### src/rtl/cache_control_nway_if.sv
// Bundle of every datapath / CPU / pmem signal seen by the N-way cache controller.
// The master modport is the controller; the slave modport is the surrounding datapath and memory.
interface cache_control_nway_if #(
  parameter int WAYS      = 4,
  parameter int BURST_LEN = 4,
  parameter int CNT_W     = 32
);
  localparam int WAY_W  = $clog2(WAYS);
  localparam int BEAT_W = (BURST_LEN > 1) ? $clog2(BURST_LEN) : 1;

  logic              mem_read;
  logic              mem_write;
  logic              mem_resp;
  logic [WAYS-1:0]   hit_way;
  logic [WAYS-1:0]   valid_way;
  logic [WAYS-1:0]   dirty_way;
  logic [WAY_W-1:0]  plru_victim;
  logic              pmem_read;
  logic              pmem_write;
  logic              pmem_single;
  logic              pmem_resp;
  logic [BEAT_W-1:0] pmem_beat;
  logic [WAY_W-1:0]  way_sel;
  logic              addr_sel;
  logic [WAYS-1:0]   load_data;
  logic [WAYS-1:0]   load_tag;
  logic [WAYS-1:0]   load_valid;
  logic [WAYS-1:0]   load_dirty;
  logic              dirty_in;
  logic              load_plru;
  logic [CNT_W-1:0]  hit_count;
  logic [CNT_W-1:0]  miss_count;
  logic              multi_hit_err;

  modport master (
    input  mem_read, mem_write, hit_way, valid_way, dirty_way, plru_victim, pmem_resp,
    output mem_resp, pmem_read, pmem_write, pmem_single, pmem_beat, way_sel, addr_sel,
           load_data, load_tag, load_valid, load_dirty, dirty_in, load_plru,
           hit_count, miss_count, multi_hit_err
  );

  modport slave (
    output mem_read, mem_write, hit_way, valid_way, dirty_way, plru_victim, pmem_resp,
    input  mem_resp, pmem_read, pmem_write, pmem_single, pmem_beat, way_sel, addr_sel,
           load_data, load_tag, load_valid, load_dirty, dirty_in, load_plru,
           hit_count, miss_count, multi_hit_err
  );
endinterface

### src/rtl/cache_control_nway.sv
// Control FSM for an N-way set-associative write-back cache with burst fill/evict.
//   state          | meaning
//   S_IDLE         | waiting for exactly one of mem_read / mem_write
//   S_HIT_CHECK    | tag compare result available; respond on hit, pick victim on miss
//   S_WRITE_BACK   | bursting the dirty victim line out to pmem
//   S_ALLOCATE     | bursting the requested line in from pmem into the victim way
//   S_WRITE_AROUND | single-word write straight to pmem (no-write-allocate mode)
// Outputs are decoded from the registered state, so IDLE (and reset) drives all of them to 0.
module cache_control_nway #(
  parameter int WAYS           = 4,
  parameter int BURST_LEN      = 4,
  parameter int WRITE_ALLOCATE = 1,
  parameter int CNT_W          = 32
) (
  input  logic                 i_clk,
  input  logic                 i_rst_n,
  cache_control_nway_if.master io_bus
);
  localparam int WAY_W  = $clog2(WAYS);
  localparam int BEAT_W = (BURST_LEN > 1) ? $clog2(BURST_LEN) : 1;
  localparam logic [BEAT_W-1:0] LAST_BEAT = BEAT_W'(BURST_LEN - 1);
  localparam logic [WAYS-1:0]   ONE_HOT0  = WAYS'(1);
  localparam bit NO_ALLOC = (WRITE_ALLOCATE == 0);

  typedef enum logic [2:0] {
    S_IDLE, S_HIT_CHECK, S_WRITE_BACK, S_ALLOCATE, S_WRITE_AROUND
  } state_t;

  state_t            r_state;
  logic [BEAT_W-1:0] r_beat;
  logic [WAY_W-1:0]  r_victim;
  logic              r_refill;
  logic [CNT_W-1:0]  r_hit_cnt;
  logic [CNT_W-1:0]  r_miss_cnt;
  logic              r_multi_err;

  logic              w_req;
  logic              w_hit;
  logic              w_multi;
  logic              w_last;
  logic              w_any_inv;
  logic [WAY_W-1:0]  w_hit_idx;
  logic [WAY_W-1:0]  w_inv_idx;
  logic [WAY_W-1:0]  w_new_victim;
  logic              w_victim_wb;

  assign w_req        = io_bus.mem_read ^ io_bus.mem_write;
  assign w_hit        = |io_bus.hit_way;
  assign w_multi      = |(io_bus.hit_way & (io_bus.hit_way - WAYS'(1)));
  assign w_last       = (r_beat == LAST_BEAT);
  assign w_any_inv    = ~&io_bus.valid_way;
  assign w_new_victim = w_any_inv ? w_inv_idx : io_bus.plru_victim;
  assign w_victim_wb  = io_bus.valid_way[w_new_victim] & io_bus.dirty_way[w_new_victim];

  // Lowest-index hit way and lowest-index invalid way (priority encoders).
  always_comb begin
    w_hit_idx = '0;
    w_inv_idx = '0;
    for (int i = WAYS - 1; i >= 0; i--) begin
      if (io_bus.hit_way[i])    w_hit_idx = WAY_W'(i);
      if (!io_bus.valid_way[i]) w_inv_idx = WAY_W'(i);
    end
  end

  // Main FSM: state, burst beat, latched victim, counters and sticky error.
  always_ff @(posedge i_clk) begin
    if (!i_rst_n) begin
      r_state     <= S_IDLE;
      r_beat      <= '0;
      r_victim    <= '0;
      r_refill    <= 1'b0;
      r_hit_cnt   <= '0;
      r_miss_cnt  <= '0;
      r_multi_err <= 1'b0;
    end else begin
      case (r_state)
        S_IDLE: begin
          r_refill <= 1'b0;
          if (w_req) r_state <= S_HIT_CHECK;
        end
        S_HIT_CHECK: begin
          if (w_multi) r_multi_err <= 1'b1;
          if (w_hit) begin
            if (r_hit_cnt != '1) r_hit_cnt <= r_hit_cnt + CNT_W'(1);
            r_state <= S_IDLE;
          end else begin
            // a miss seen again after our own fill is not a new miss
            if (!r_refill && r_miss_cnt != '1) r_miss_cnt <= r_miss_cnt + CNT_W'(1);
            r_victim <= w_new_victim;
            if (NO_ALLOC && io_bus.mem_write) r_state <= S_WRITE_AROUND;
            else if (w_victim_wb)             r_state <= S_WRITE_BACK;
            else                              r_state <= S_ALLOCATE;
          end
        end
        S_WRITE_BACK: begin
          if (io_bus.pmem_resp) begin
            if (w_last) begin
              r_beat  <= '0;
              r_state <= S_ALLOCATE;
            end else begin
              r_beat <= r_beat + BEAT_W'(1);
            end
          end
        end
        S_ALLOCATE: begin
          if (io_bus.pmem_resp) begin
            if (w_last) begin
              r_beat   <= '0;
              r_refill <= 1'b1;
              r_state  <= S_HIT_CHECK;
            end else begin
              r_beat <= r_beat + BEAT_W'(1);
            end
          end
        end
        S_WRITE_AROUND: begin
          if (io_bus.pmem_resp) r_state <= S_IDLE;
        end
        default: begin
          r_beat  <= '0;
          r_state <= S_IDLE;
        end
      endcase
    end
  end

  // Output decode from current state (plus hit vector / pmem_resp where the transfer needs it).
  always_comb begin
    io_bus.mem_resp    = 1'b0;
    io_bus.pmem_read   = 1'b0;
    io_bus.pmem_write  = 1'b0;
    io_bus.pmem_single = 1'b0;
    io_bus.pmem_beat   = '0;
    io_bus.way_sel     = '0;
    io_bus.addr_sel    = 1'b0;
    io_bus.load_data   = '0;
    io_bus.load_tag    = '0;
    io_bus.load_valid  = '0;
    io_bus.load_dirty  = '0;
    io_bus.dirty_in    = 1'b0;
    io_bus.load_plru   = 1'b0;
    case (r_state)
      S_HIT_CHECK: begin
        if (w_hit) begin
          io_bus.mem_resp  = 1'b1;
          io_bus.load_plru = 1'b1;
          io_bus.way_sel   = w_hit_idx;
          if (io_bus.mem_write) begin
            io_bus.load_data  = ONE_HOT0 << w_hit_idx;
            io_bus.load_dirty = ONE_HOT0 << w_hit_idx;
            io_bus.dirty_in   = 1'b1;
          end
        end
      end
      S_WRITE_BACK: begin
        io_bus.pmem_write = 1'b1;
        io_bus.addr_sel   = 1'b1;
        io_bus.way_sel    = r_victim;
        io_bus.pmem_beat  = r_beat;
      end
      S_ALLOCATE: begin
        io_bus.pmem_read = 1'b1;
        io_bus.way_sel   = r_victim;
        io_bus.pmem_beat = r_beat;
        if (io_bus.pmem_resp) begin
          io_bus.load_data = ONE_HOT0 << r_victim;
          if (w_last) begin
            io_bus.load_tag   = ONE_HOT0 << r_victim;
            io_bus.load_valid = ONE_HOT0 << r_victim;
            io_bus.load_dirty = ONE_HOT0 << r_victim;
          end
        end
      end
      S_WRITE_AROUND: begin
        io_bus.pmem_write  = 1'b1;
        io_bus.pmem_single = 1'b1;
        io_bus.mem_resp    = io_bus.pmem_resp;
      end
      default: ;
    endcase
  end

  assign io_bus.hit_count     = r_hit_cnt;
  assign io_bus.miss_count    = r_miss_cnt;
  assign io_bus.multi_hit_err = r_multi_err;
endmodule
### src/flat_wrapper.sv
// flat-port wrapper written by rule: the top's interface ports become plain ports
module cache_control_nway_flat 
#(
  parameter int WAYS           = 4,
  parameter int BURST_LEN      = 4,
  parameter int WRITE_ALLOCATE = 1,
  parameter int CNT_W          = 32
)
  (i_clk, i_rst_n, io_bus_mem_read, io_bus_mem_write, io_bus_hit_way, io_bus_valid_way, io_bus_dirty_way, io_bus_plru_victim, io_bus_pmem_resp, io_bus_mem_resp, io_bus_pmem_read, io_bus_pmem_write, io_bus_pmem_single, io_bus_pmem_beat, io_bus_way_sel, io_bus_addr_sel, io_bus_load_data, io_bus_load_tag, io_bus_load_valid, io_bus_load_dirty, io_bus_dirty_in, io_bus_load_plru, io_bus_hit_count, io_bus_miss_count, io_bus_multi_hit_err);
  cache_control_nway_if #(.WAYS(WAYS), .BURST_LEN(BURST_LEN), .CNT_W(CNT_W)) io_bus_i ();
  input  logic i_clk;
  input  logic i_rst_n;
  input wire logic [$bits(io_bus_i.mem_read)-1:0] io_bus_mem_read;
  input wire logic [$bits(io_bus_i.mem_write)-1:0] io_bus_mem_write;
  input wire logic [$bits(io_bus_i.hit_way)-1:0] io_bus_hit_way;
  input wire logic [$bits(io_bus_i.valid_way)-1:0] io_bus_valid_way;
  input wire logic [$bits(io_bus_i.dirty_way)-1:0] io_bus_dirty_way;
  input wire logic [$bits(io_bus_i.plru_victim)-1:0] io_bus_plru_victim;
  input wire logic [$bits(io_bus_i.pmem_resp)-1:0] io_bus_pmem_resp;
  output wire logic [$bits(io_bus_i.mem_resp)-1:0] io_bus_mem_resp;
  output wire logic [$bits(io_bus_i.pmem_read)-1:0] io_bus_pmem_read;
  output wire logic [$bits(io_bus_i.pmem_write)-1:0] io_bus_pmem_write;
  output wire logic [$bits(io_bus_i.pmem_single)-1:0] io_bus_pmem_single;
  output wire logic [$bits(io_bus_i.pmem_beat)-1:0] io_bus_pmem_beat;
  output wire logic [$bits(io_bus_i.way_sel)-1:0] io_bus_way_sel;
  output wire logic [$bits(io_bus_i.addr_sel)-1:0] io_bus_addr_sel;
  output wire logic [$bits(io_bus_i.load_data)-1:0] io_bus_load_data;
  output wire logic [$bits(io_bus_i.load_tag)-1:0] io_bus_load_tag;
  output wire logic [$bits(io_bus_i.load_valid)-1:0] io_bus_load_valid;
  output wire logic [$bits(io_bus_i.load_dirty)-1:0] io_bus_load_dirty;
  output wire logic [$bits(io_bus_i.dirty_in)-1:0] io_bus_dirty_in;
  output wire logic [$bits(io_bus_i.load_plru)-1:0] io_bus_load_plru;
  output wire logic [$bits(io_bus_i.hit_count)-1:0] io_bus_hit_count;
  output wire logic [$bits(io_bus_i.miss_count)-1:0] io_bus_miss_count;
  output wire logic [$bits(io_bus_i.multi_hit_err)-1:0] io_bus_multi_hit_err;
  assign io_bus_i.mem_read = io_bus_mem_read;
  assign io_bus_i.mem_write = io_bus_mem_write;
  assign io_bus_i.hit_way = io_bus_hit_way;
  assign io_bus_i.valid_way = io_bus_valid_way;
  assign io_bus_i.dirty_way = io_bus_dirty_way;
  assign io_bus_i.plru_victim = io_bus_plru_victim;
  assign io_bus_i.pmem_resp = io_bus_pmem_resp;
  assign io_bus_mem_resp = io_bus_i.mem_resp;
  assign io_bus_pmem_read = io_bus_i.pmem_read;
  assign io_bus_pmem_write = io_bus_i.pmem_write;
  assign io_bus_pmem_single = io_bus_i.pmem_single;
  assign io_bus_pmem_beat = io_bus_i.pmem_beat;
  assign io_bus_way_sel = io_bus_i.way_sel;
  assign io_bus_addr_sel = io_bus_i.addr_sel;
  assign io_bus_load_data = io_bus_i.load_data;
  assign io_bus_load_tag = io_bus_i.load_tag;
  assign io_bus_load_valid = io_bus_i.load_valid;
  assign io_bus_load_dirty = io_bus_i.load_dirty;
  assign io_bus_dirty_in = io_bus_i.dirty_in;
  assign io_bus_load_plru = io_bus_i.load_plru;
  assign io_bus_hit_count = io_bus_i.hit_count;
  assign io_bus_miss_count = io_bus_i.miss_count;
  assign io_bus_multi_hit_err = io_bus_i.multi_hit_err;
  cache_control_nway #(.WAYS(WAYS), .BURST_LEN(BURST_LEN), .WRITE_ALLOCATE(WRITE_ALLOCATE), .CNT_W(CNT_W)) u_core (.i_clk(i_clk), .i_rst_n(i_rst_n), .io_bus(io_bus_i));
endmodule
### config.mk
export PLATFORM = sky130hd
export DESIGN_NAME = cache_control_nway_flat
export DESIGN_NICKNAME = d
export VERILOG_FILES = /design/src/rtl/cache_control_nway_if.sv /design/src/rtl/cache_control_nway.sv /design/src/flat_wrapper.sv
export SDC_FILE = /design/constraint.sdc
export NUM_CORES = 1
export LEC_CHECK = 0
export BUFFER_PORTS_ARGS = -buffer_cell sky130_fd_sc_hd__buf_2
export CAP_MARGIN = 20
export CORE_MARGIN = 1
export CORE_UTILIZATION = 48
export CTS_CLUSTER_DIAMETER = 60
export DETAILED_ROUTE_END_ITERATION = 12
export GPL_ROUTABILITY_DRIVEN = 0
export PLACE_DENSITY_LB_ADDON = 0.3
export SYNTH_ARGS = -nofsm -noshare
export SYNTH_HDL_FRONTEND = slang
export SYNTH_SLANG_ARGS = --single-unit
### constraint.sdc
create_clock -name i_clk -period 2.14 [get_ports i_clk]
set_input_delay 0.428 -clock i_clk [delete_from_list [all_inputs] [get_ports i_clk]]
set_output_delay 0.428 -clock i_clk [all_outputs]
set_load 0.01 [all_outputs]
======== Word level (Yosys, flattened, before mapping) ========
Cells that the tools add are included.
storage, ports and cells
  bits in registers ....................... 73
  output and inout port bits .............. 92
operators by class
  add/sub/neg operators ................... 4
  order comparisons ....................... 1
  equal/unequal tests ..................... 14
  shifts and indexed selects .............. 2
  mux-type cells .......................... 49
  bitwise logic cells ..................... 5
  reduce and logical (&&, ||, !) cells .... 17
operators with widths
  operator                 number
  $add A32 B1 Y32 const B  2
  $ne A32 B32 Y1 const B   2
  $mux W2                  13
  $mux W4                  6
  $mux W3                  7
  $pmux W4 S2              2
  $pmux W3 S5              1
  $mux W1                  14
  $reduce_and A3 Y1        3
  $ne A2 B1 Y1 const B     4
  $pmux W2 S2              2
  $reduce_or A4 Y1         2
  $shl A1 B2 Y4 const A    2
  $eq A3 B2 Y1 const B     2
  $ne A2 B2 Y1 const B     3
  $reduce_and A2 Y1        3
  $reduce_and A6 Y1        1
  $and A4 B4 Y4            1
  $bmux W1 S2              2
  $pmux W1 S2              2
  $reduce_and A4 Y1        1
  $reduce_or A2 Y1         2
  $sub A4 B1 Y4 const B    1
  $eq A3 B1 Y1 const B     1
  12 further kinds         13

======== Logic depth before layout (Yosys ltp) ========
Gate-level depths: netlist of the first run.
  word-level depth ........................ 11
  mapped depth ............................ 8
  gate-level depth less buffers ........... 6

======== Least setup slack after synthesis of the first run ========
Ideal clock, no wire load.
  kind .................................... input port to flip-flop
  start ................................... input port io_bus_hit_way[0]
  end ..................................... register u_core.r_miss_cnt[12], in the netlist u_core.io_bus.miss_count[12]
  library setup time ...................... 0.070 ns
  data arrival time ....................... 2.238 ns
  data required time ...................... 2.070 ns
  setup slack ............................. -0.168 ns
  cell stages on the path ................. 6
  path buffers ............................ 1
  cell sequence ........................... or3_4 > or3_1 > buf_2 > a311o_1 > or4_1 > a21oi_1
on the way
  longest elaborated chain between the ends .. 3
ends and longest elaborated chain
  what                                line                      RTL
  start: declaration                  flat_wrapper.sv:15        input wire logic [$bits(io_bus_i.hit_way)-1:0] io_bus_hit_way;
  $reduce_or A4 Y1                    cache_control_nway.sv:48  assign w_hit = |io_bus.hit_way;
  $not A1 Y1 (no source line)         n/a
  $reduce_and A3 Y1 (no source line)  n/a
  end signal: assignment              cache_control_nway.sv:88  if (!r_refill && r_miss_cnt != '1) r_miss_cnt <= r_miss_cnt + CNT_W'(1);
  end: declaration                    cache_control_nway.sv:34  logic [CNT_W-1:0] r_miss_cnt;
Every way passes these cells.
A chain may end at the register's enable or synchronous reset.

======== Worst setup path in the final report of the first run ========
  start ................................... register u_core.r_state[1]
  end ..................................... register u_core.r_miss_cnt[18], in the netlist u_core.io_bus.miss_count[18]
on the way
  longest elaborated chain between the ends .. 2
ends and longest elaborated chain
  what                                line                      RTL
  start: declaration                  cache_control_nway.sv:29  state_t r_state;
  start signal: assignment            cache_control_nway.sv:68  r_state <= S_IDLE;
  start signal: assignment            cache_control_nway.sv:79  if (w_req) r_state <= S_HIT_CHECK;
  start signal: assignment            cache_control_nway.sv:85  r_state <= S_IDLE;
  $eq A3 B1 Y1                        cache_control_nway.sv:76  case (r_state)
  $reduce_and A3 Y1 (no source line)  n/a
Every way passes these cells.

==> flow_metrics.env, run 1 <==
export IMPL_status="completed"
export IMPL_postSynthAreaPerCell_sq_um=7.856
export IMPL_grt_pass1_wl_mm=18.58
export IMPL_rsz0062_at_grt="false"
export IMPL_floorplan_initialDensity_pct=50.79
export IMPL_power_density_nw_per_um2=551.6
export IMPL_fin_skew_ps=11.37
export IMPL_wire_per_inst_um=14.59
export IMPL_multi_input_area_sq_um=2412
export IMPL_drv_slew=0
export IMPL_whs_ps=401.2
export IMPL_wl_met1_mm=5.069
export IMPL_routed_wl_mm=11.40
export IMPL_syn_nets=532
export IMPL_overflow=0
export IMPL_die_y_um=93.36
export IMPL_syn_to_final_growth_pct=34.32
export IMPL_ys_warnings_count=0
export IMPL_fin_crit_ps=2068
export IMPL_setup_viol=0
export IMPL_crit_fanout=4
export IMPL_fp_dieW_um=93.36
export IMPL_final_common_cell="buf_2"
export IMPL_crit_end="u_core.io_bus.miss_count[18]"
export IMPL_crit_required_ps=2430
export IMPL_fillCellCount=660
export IMPL_die_area_sq_um=8716
export IMPL_vias=4532
export IMPL_hold_viol=0
export IMPL_async_reset_ff_share_pct=0
export IMPL_synth_edf_count=0
export IMPL_clk_pin_slew_ps=80
export IMPL_ant_nets=0
export IMPL_period_share_pct=96.65
export IMPL_seq_area_frac_synth_pct=35.98
export IMPL_dr_pass1_iters=5
export IMPL_antennaDiodeCount=0
export IMPL_cts_root_buffer="clkbuf_8"
export IMPL_fp_coreArea_sq_um=7888
export IMPL_port_buffers=109
export IMPL_grt_max_degree=42
export IMPL_std_cell_rows=32
export IMPL_dp_hpwl_mm=8.450
export IMPL_io_pins=111
export IMPL_cts_tree="built"
export IMPL_crit_path_end_kind="flip-flop"
export IMPL_startpoint_type="flip-flop"
export IMPL_cts_max_level=3
export IMPL_timing_critical_path_slowest_cell_delay_ps=450
export IMPL_register_area_sq_um=1453
export IMPL_hold_path_class="in2reg"
export IMPL_drive_above_1_share_pct=32.11
export IMPL_cts_sinks=72
export IMPL_nNetsFinal=696
export IMPL_antenna_found_initial=0
export IMPL_dpl_cell_count=762
export IMPL_drtIter0Drc=245
export IMPL_synth_area_sq_um=4006
export IMPL_crit_type="reg2reg"
export IMPL_fin_cells=781
export IMPL_cp_cell_sequence="buf_4 -> nor4b_2 -> buf_4 -> nand2_1 -> or4_1 -> or4_1 -> nand2_1"
export IMPL_fmax_mhz=483.5
export IMPL_clock_path_buffers=2
export IMPL_cts_hold_buffers=0
export IMPL_synth_main_ff_cell="dfxtp_1"
export IMPL_dr_wl_met2_mm=5.464
export IMPL_ys_ff_latch=72
export IMPL_clock_latency_ps=350
export IMPL_cp_startpoint="u_core.r_state[1]"
export IMPL_drc=0
export IMPL_cap_viol_max_count=0
export IMPL_r2r_start="u_core.r_state[1]"
export IMPL_viasPerCell=5.803
export IMPL_cp_slowest_cell="or4_1"
export IMPL_peakVddDrop_mv=0.2804
export IMPL_r2r_slack_ps=70
export IMPL_grt_use_total_pct=26.41
export IMPL_power_total_mw=2.968
export IMPL_r2r_end="u_core.io_bus.miss_count[18]"
export IMPL_numCtsBuffers=9
export IMPL_dr_wl_met3_um=771
export IMPL_synthCells=510
export IMPL_grt_pass1_vias=4051
export IMPL_post_route_util_pct=68.23
export IMPL_final_cell_mix="buf_2 (109), buf_4 (69), dfxtp_1 (63)"
export IMPL_critPathArrivalTime_ps=2360
export IMPL_synth_distinct_cells=51
export IMPL_p_leak_nw=2.350
export IMPL_ff2ff_path_depth=7
export IMPL_highest_layer="met4"
cell type report:
cell class | count | share of cell area, %
Sequential cell | 72 | 26.99
Clock inverter | 5 | 1.023
Tap cell | 102 | 2.372
Multi-Input combinational cell | 395 | 44.83
Timing Repair Buffer | 182 | 21.00
Clock buffer | 11 | 2.813
Inverter | 14 | 0.9765
how the worst min path moves through the flow:
stage,cells past startpoint,slack [ps],from,to
floorplan,2,450,u_core.r_beat[1],u_core.r_beat[1]
CTS,3,400,io_bus_pmem_resp,u_core.r_beat[1]
detailed placement,2,450,u_core.io_bus.multi_hit_err,u_core.io_bus.multi_hit_err
global route,3,420,io_bus_pmem_resp,u_core.r_beat[1]
global placement,2,450,u_core.io_bus.multi_hit_err,u_core.io_bus.multi_hit_err
finish,3,400,io_bus_pmem_resp,u_core.r_beat[1]
state kept, by name (all words and copies together), names as in the netlist:
name                         count
u_core.r_victim                  2
u_core.io_bus.multi_hit_err      1
u_core.r_refill                  1
u_core.io_bus.hit_count         32
u_core.r_beat                    2
u_core.r_state                   2
u_core.io_bus.miss_count        32
through the flow:
stage	TNS [ps]	area, sq um	setup slack (ps)
final	0	5381	71.75
after global routing	0	5381	4.512
after CTS	0	5301	8.307
after detailed placement	-2108	5095	-266.8
after global placement	-1825	5095	-228.8
after floorplan	-355.0	4014	-121.8
per-layer routing:
metal / up-vias / GRT usage, %
met4: 0 / 5.897
met2: 170 / 44.30
met5: - / 0
met3: 11 / 4.553
met1: 2143 / 35.36
li1: 2208 / -
cells in the mapped netlist, types with 2 or more instances:
library cell	number	share of area [%]
o21ai_1	4	0.50
and2_1	10	1.6
nand3_1	32	4.0
or3_1	18	2.8
a211oi_1	6	1.1
o31ai_1	17	3.2
a21o_1	2	0.37
or4_1	17	3.2
and4_1	4	0.87
nor2b_1	2	0.31
and3_1	11	1.7
clkbuf_1	12	1.1
buf_1	5	0.47
ha_1	3	0.94
a21oi_1	41	5.1
mux2i_1	18	4.5
nor4_1	7	1.1
nor2_1	28	2.6
buf_4	7	1.3
buf_2	5	0.62
nand2_1	56	5.2
o21bai_1	2	0.37
nor3_1	11	1.4
xor2_1	3	0.66
inv_1	14	1.3
nand2b_1	21	3.3
o211ai_1	3	0.56
nor3b_1	2	0.37
nand4_1	26	4.1
dfxtp_1	72	36
o211a_1	2	0.50
o21ai_0	19	2.4
xnor2_1	12	2.6
worst max-delay path, delay by kind of cell, from the launching register on:
kind | cells | cell delay [ps]
AND/OR/NAND/NOR | 5 | 1320
buffers and inverters | 2 | 350
flip-flops | 1 | 330
what timing repair did:
item                       4_1_cts  5_1_grt
buffers inserted                 0        3
pin swaps                        0        3
resized for setup                1       22
setup endpoints to repair        4       39
power breakdown:
part           internal [mW]  switching, mW
logic                  0.204          0.251
clock network          0.598          0.527
registers               1.37         0.0229
total                   2.17          0.801
cells by family after synthesis:
family / Yosys count / synth area share [%]
and+or+nand+nor: 251 / 33.82
AOI/OAI and AO/OA: 107 / 16.55
DFF: 72 / 35.98
buffers and inverters: 43 / 4.841
muxes: 18 / 4.497
xor gates and xnor gates: 15 / 3.279
adders and majority gates: 3 / 0.9370
other: 1 / 0.09360
(Power assumes the default switching activity.)
==> run 2: changes to the inputs <==
CORE_UTILIZATION = 53   (was 48)
clock period = 2.3 ns   (was 2.14 ns; I/O delays follow)
==> run 2 against run 1 <==
  * Design area down 5.4%
  * Final cell count down 3.7%
  * Core utilization up 1.6 points
  * Clock skew down 3.9 ps
  * Register-to-register slack better by 80 ps
  * Sequential share of layout area up 1.4 points
  * Critical endpoint is now u_core.io_bus.miss_count[4]
==> flow_metrics.env, run 2 (synthesized netlist as in run 1, its figures left out) <==
export IMPL_p_seq_share_pct=47.8
export IMPL_floorplan_initialDensity_pct=54.94
export IMPL_port_buffers=109
export IMPL_overflow=0
export IMPL_grt_max_degree=30
export IMPL_worst_pin_slew_ps=480.9
export IMPL_nNetsFinal=670
export IMPL_grt_use_total_pct=27.91
export IMPL_p_leak_nw=2.198
export IMPL_crit_fanout=9
export IMPL_drive_above_1_share_pct=26.95
export IMPL_die_y_um=88.95
export IMPL_maxSlewHeadroom_pct=67.11
export IMPL_power_density_nw_per_um2=530.7
export IMPL_dr_pass1_iters=5
export IMPL_final_cell_mix="buf_2 (109), dfxtp_1 (70), nand2_1 (56)"
export IMPL_timing_critical_path_slowest_cell_delay_ps=430
export IMPL_post_route_util_pct=69.84
export IMPL_grt_pass1_vias=3831
export IMPL_rsz0062_at_grt="false"
export IMPL_clock_latency_ps=350
export IMPL_ant_nets=0
export IMPL_clk_pin_slew_ps=70
export IMPL_clock_path_buffers=2
export IMPL_dpl_cell_area_sq_um=4880
export IMPL_crit_type="in2reg"
export IMPL_drc=0
export IMPL_routed_wl_mm=11.11
export IMPL_critPathArrivalTime_ps=2450
export IMPL_period_share_pct=94.88
export IMPL_vias=4414
export IMPL_cts_root_buffer="clkbuf_8"
export IMPL_cts_tree="built"
export IMPL_fp_dieW_um=88.95
export IMPL_p_sw_mw=0.7136
export IMPL_dp_hpwl_mm=8.069
export IMPL_cts_max_level=3
export IMPL_startpoint_type="primary input"
export IMPL_fmax_mhz=458.3
export IMPL_final_setup_tns_ps=0
export IMPL_drtIter0Drc=191
export IMPL_hold_path_class="in2reg"
export IMPL_antenna_found_initial=0
export IMPL_antennaDiodeCount=0
export IMPL_drv_slew=0
export IMPL_crit_required_ps=2570
export IMPL_status="completed"
export IMPL_wire_per_inst_um=14.77
export IMPL_die_area_sq_um=7911
export IMPL_cts_sinks=72
export IMPL_cts_hold_buffers=0
export IMPL_hold_viol=0
export IMPL_fp_coreArea_sq_um=7292
export IMPL_p_int_mw=1.989
export IMPL_std_cell_rows=31
export IMPL_switching_share_pct=26.41
export IMPL_cap_viol_max_count=0
export IMPL_peakVddDrop_mv=0.3436
export IMPL_dpl_cell_count=735
export IMPL_final_common_cell="buf_2"
export IMPL_r2r_slack_ps=150
export IMPL_crit_path_end_kind="flip-flop"
export IMPL_fin_cells=752
export IMPL_fin_skew_ps=7.489
export IMPL_grt_pass1_wl_mm=17.44
export IMPL_setup_viol=0
export IMPL_path_common_cell="or3_1"
export IMPL_numCtsBuffers=9
export IMPL_syn_to_final_growth_pct=27.11
export IMPL_p_clk_share_pct=38.0
export IMPL_cp_cell_sequence="buf_2 -> or3_4 -> or3_1 -> a311o_2 -> buf_4 -> or3_1 -> a21oi_1"
export IMPL_fin_crit_ps=2182
export IMPL_io_pins=111
export IMPL_cp_slowest_cell="a311o_2"
export IMPL_comb_power_share_pct=14.2
export IMPL_viasPerCell=5.870
export IMPL_design_area_sq_um=5092
==> run 2: cell count changes in the layout (fill, tap and decap cells not counted), moves of 2 or more <==
cell / change
buf_4: -22
dfxtp_1: +7
dfxtp_2: -7
buf_12: -2
clkbuf_1: +2
clkinvlp_4: -2
nor3_1: +2
nor3_2: -2
==> run 2: cell type report <==
cell class | instances | area (sq um)
Fill cell | 607 | 2200
Multi-Input combinational cell | 395 | 2375
Clock inverter | 3 | 40.04
Tap cell | 99 | 123.9
Inverter | 14 | 52.55
Sequential cell | 72 | 1444
Timing Repair Buffer | 156 | 898.4
Clock buffer | 13 | 158.9
==> run 2: worst paths after layout <==
check | start | endpoint | depth (start not counted)
setup / recovery | io_bus_hit_way[0] | u_core.io_bus.miss_count[4] | 7
setup reg to reg | u_core.r_state[0] | u_core.io_bus.miss_count[4] | 6
hold reg to reg | u_core.io_bus.multi_hit_err | u_core.io_bus.multi_hit_err | 2
hold / removal | i_rst_n | u_core.io_bus.miss_count[21] | 3
==> run 2: repair_timing <==
action,4_1_cts,5_1_grt
buffers inserted,0,1
endpoints found under the setup margin,0,8
endpoints found under the hold margin,0,0
gates resized for setup,0,4
==> run 2: routing by layer <==
layer  part of all wire [%]  routed length, um  GRT usage [%]
met4                    1.4                151          12.55
met3                    5.9                655          4.524
met2                     48               5293          45.94
met1                     45               5004          36.23
met5                      0                  0              0
==> run 2: critical path, delay by kind of cell <==
family / cells / cell delay [ps]
buffers and inverters: 2 / 290
AO/OA/AOI/OAI: 2 / 590
AND/OR/NAND/NOR: 3 / 1110
==> run 2: metrics by stage <==
step                      hold WS [ps]  worst slack, ps  power, mW
after detailed placement         464.9           -230.0      1.693
after floorplan                  448.4            6.230      1.533
final                            456.8            117.8      2.702
after global placement           443.6           -144.5      1.683
after CTS                        443.8            108.2      2.699
after global routing             460.6            17.67      2.814
==> run 2: power by group through the flow <==
stage               clock network, mW  registers (mW)  logic [mW]
global route                     1.10            1.29       0.423
global placement                    0            1.32       0.365
detailed placement                  0            1.32       0.374
floorplan                           0            1.33       0.208
finish                           1.03            1.29       0.383
CTS                              1.03            1.29       0.376
==> run 3: changes to the inputs <==
GPL_TIMING_DRIVEN = 0   (was not set)
PLACE_DENSITY = 0.79   (was not set)
PLACE_DENSITY_LB_ADDON = not set   (was 0.3)
TNS_END_PERCENT = 5   (was not set)
==> run 3 against run 2 <==
  * The run now ends with setup timing left
  * Register-to-register slack worse by 120 ps
  * Design area is 1.2% lower
  * Maximum frequency is 5.9% lower
  * Wire length is 3.6% higher
  * Highest routed layer unchanged
  * Sequential share of layout area is 0.41 points higher
  * Via count is 1.1% higher
  * Critical path depth is 1 higher
  * Die area stayed put
  * Count of clock-buffer cells in the layout is 1 lower
  * Non-clock buffer count is 16 lower
==> flow_metrics.env, run 3 (synthesized netlist as in run 1, its figures left out) <==
export IMPL_std_cell_rows=31
export IMPL_p_leak_nw=2.111
export IMPL_multi_input_area_sq_um=2477
export IMPL_dr_pass1_iters=4
export IMPL_drive_above_1_share_pct=25.75
export IMPL_fillCellCount=633
export IMPL_die_area_sq_um=7911
export IMPL_critPathArrivalTime_ps=2590
export IMPL_viasPerCell=6.065
export IMPL_cts_root_buffer="clkbuf_8"
export IMPL_maxSlewHeadroom_pct=48.54
export IMPL_grt_use_total_pct=29.45
export IMPL_power_density_nw_per_um2=541.3
export IMPL_cp_slowest_cell="or3_4"
export IMPL_status="complete, but fails checks"
export IMPL_floorplan_initialDensity_pct=54.94
export IMPL_die_y_um=88.95
export IMPL_whs_ps=445.9
export IMPL_rsz0062_at_grt="true"
export IMPL_dp_hpwl_mm=8.072
export IMPL_fp_dieW_um=88.95
export IMPL_clock_path_buffers=2
export IMPL_fin_skew_ps=5.490
export IMPL_peakVddDrop_mv=0.3460
export IMPL_antennaDiodeCount=0
export IMPL_cp_cell_sequence="buf_2 -> or3_4 -> or3_1 -> buf_2 -> a311o_2 -> buf_4 -> or3_1 -> a21oi_1"
export IMPL_syn_to_final_growth_pct=25.61
export IMPL_violations="setup timing"
export IMPL_vias=4464
export IMPL_finalWorstSetupSlack_ps=-19.91
export IMPL_antenna_found_initial=0
export IMPL_routed_wl_mm=11.50
export IMPL_hold_viol=0
export IMPL_nNetsFinal=654
export IMPL_period_share_pct=100.9
export IMPL_setup_viol=1
export IMPL_crit_path_end_kind="flip-flop"
export IMPL_final_common_cell="buf_2"
export IMPL_grt_pass1_vias=3702
export IMPL_numCtsBuffers=9
export IMPL_drv_slew=0
export IMPL_fmax_mhz=431.1
export IMPL_final_cell_mix="buf_2 (111), dfxtp_1 (67), nand2_1 (56)"
export IMPL_register_area_sq_um=1448
export IMPL_worst_pin_slew_ps=765.6
export IMPL_crit_type="in2reg"
export IMPL_cts_tree="built"
export IMPL_cts_sinks=72
export IMPL_drc=0
export IMPL_grt_pass1_wl_mm=18.04
export IMPL_dpl_cell_area_sq_um=4671
export IMPL_clock_latency_ps=340
export IMPL_crit_fanout=10
export IMPL_crit_required_ps=2570
export IMPL_timing_critical_path_slowest_cell_delay_ps=410
export IMPL_hold_path_class="in2reg"
export IMPL_cap_viol_max_count=0
export IMPL_fp_coreArea_sq_um=7292
export IMPL_grt_max_degree=13
export IMPL_drtIter0Drc=283
export IMPL_io_pins=111
export IMPL_wire_per_inst_um=15.63
export IMPL_cts_max_level=3
export IMPL_cts_hold_buffers=0
export IMPL_overflow=0
export IMPL_startpoint_type="primary input"
export IMPL_clk_pin_slew_ps=80
export IMPL_fin_crit_ps=2320
export IMPL_design_area_sq_um=5032
export IMPL_port_buffers=108
export IMPL_ant_nets=0
## run 3: cell count changes in the layout (fill, tap and decap cells not counted), moves of 3 or more
cell and change:
buf_1 +4, buf_4 -33, clkbuf_1 +7, clkinvlp_4 +3, dfxtp_1 -3, dfxtp_2 +3, nor3_1 -3, nor4_1 -3
## run 3: routing by layer
metal	vias up	routed length, um	GRT usage [%]
li1	2124	-	-
met5	-	0	0
met3	16	982	5.171
met1	2109	5008	41.02
met2	215	5365	46.50
met4	0	144	9.668
## run 3: worst paths after layout
| check | cells past startpoint | slack [ps] | to | from |
|---|---|---|---|---|
| setup reg to reg | 5 | 30 | u_core.io_bus.miss_count[18] | u_core.io_bus.miss_count[3] |
| setup / recovery | 8 | -20 | u_core.io_bus.miss_count[2] | io_bus_hit_way[0] |
| hold reg to reg | 2 | 490 | u_core.io_bus.multi_hit_err | u_core.io_bus.multi_hit_err |
| hold / removal | 3 | 450 | u_core.r_beat[1] | io_bus_pmem_resp |
## run 3: power breakdown
part	switching (mW)	total [mW]	leakage, nW	internal, mW
Clock	0.486	1.05	0.0948	0.561
Sequential	0.0305	1.30	0.583	1.27
Combinational	0.226	0.376	1.43	0.150
Total	0.743	2.72	2.11	1.98
## run 3: per-stage QoR
stage / worst slack, ps / power, mW / cells / util [%] / setup TNS (ps)
after floorplan: 6.230 / 1.533 / 510 / - / 0
after global placement: -598.2 / 1.654 / 717 / 64.05 / -15210
after detailed placement: -594.2 / 1.662 / 717 / 64.05 / -16580
after CTS: -9.073 / 2.713 / 733 / 67.86 / -12.57
after global routing: -115.5 / 2.846 / 736 / 69.01 / -603.8
final: -19.91 / 2.724 / 736 / 69.01 / -19.91
## run 3: timing repair
| action | in CTS | in global routing |
|---|---|---|
| setup endpoints to repair | 55 | 55 |
| pin swaps | 3 | 6 |
| gates cloned | 0 | 0 |
| buffers inserted | 0 | 3 |
| gates resized for setup | 17 | 25 |
## run 3: worst max-delay path, delay by kind of cell
kind / cells / cell delay, ps
simple gates: 3 / 1030
buf+inv: 3 / 530
compound gates: 2 / 550
## run 3: area by class of cell
cell class / count / share of cell area (%)
clock buffers: 12 / 3.083
well taps: 99 / 2.461
plain buffers: 29 / 3.183
clock inverters: 4 / 1.044
repair buffers: 111 / 11.19
multi-input cells: 395 / 49.23
flip-flops and latches: 72 / 28.77
inverters: 14 / 1.044
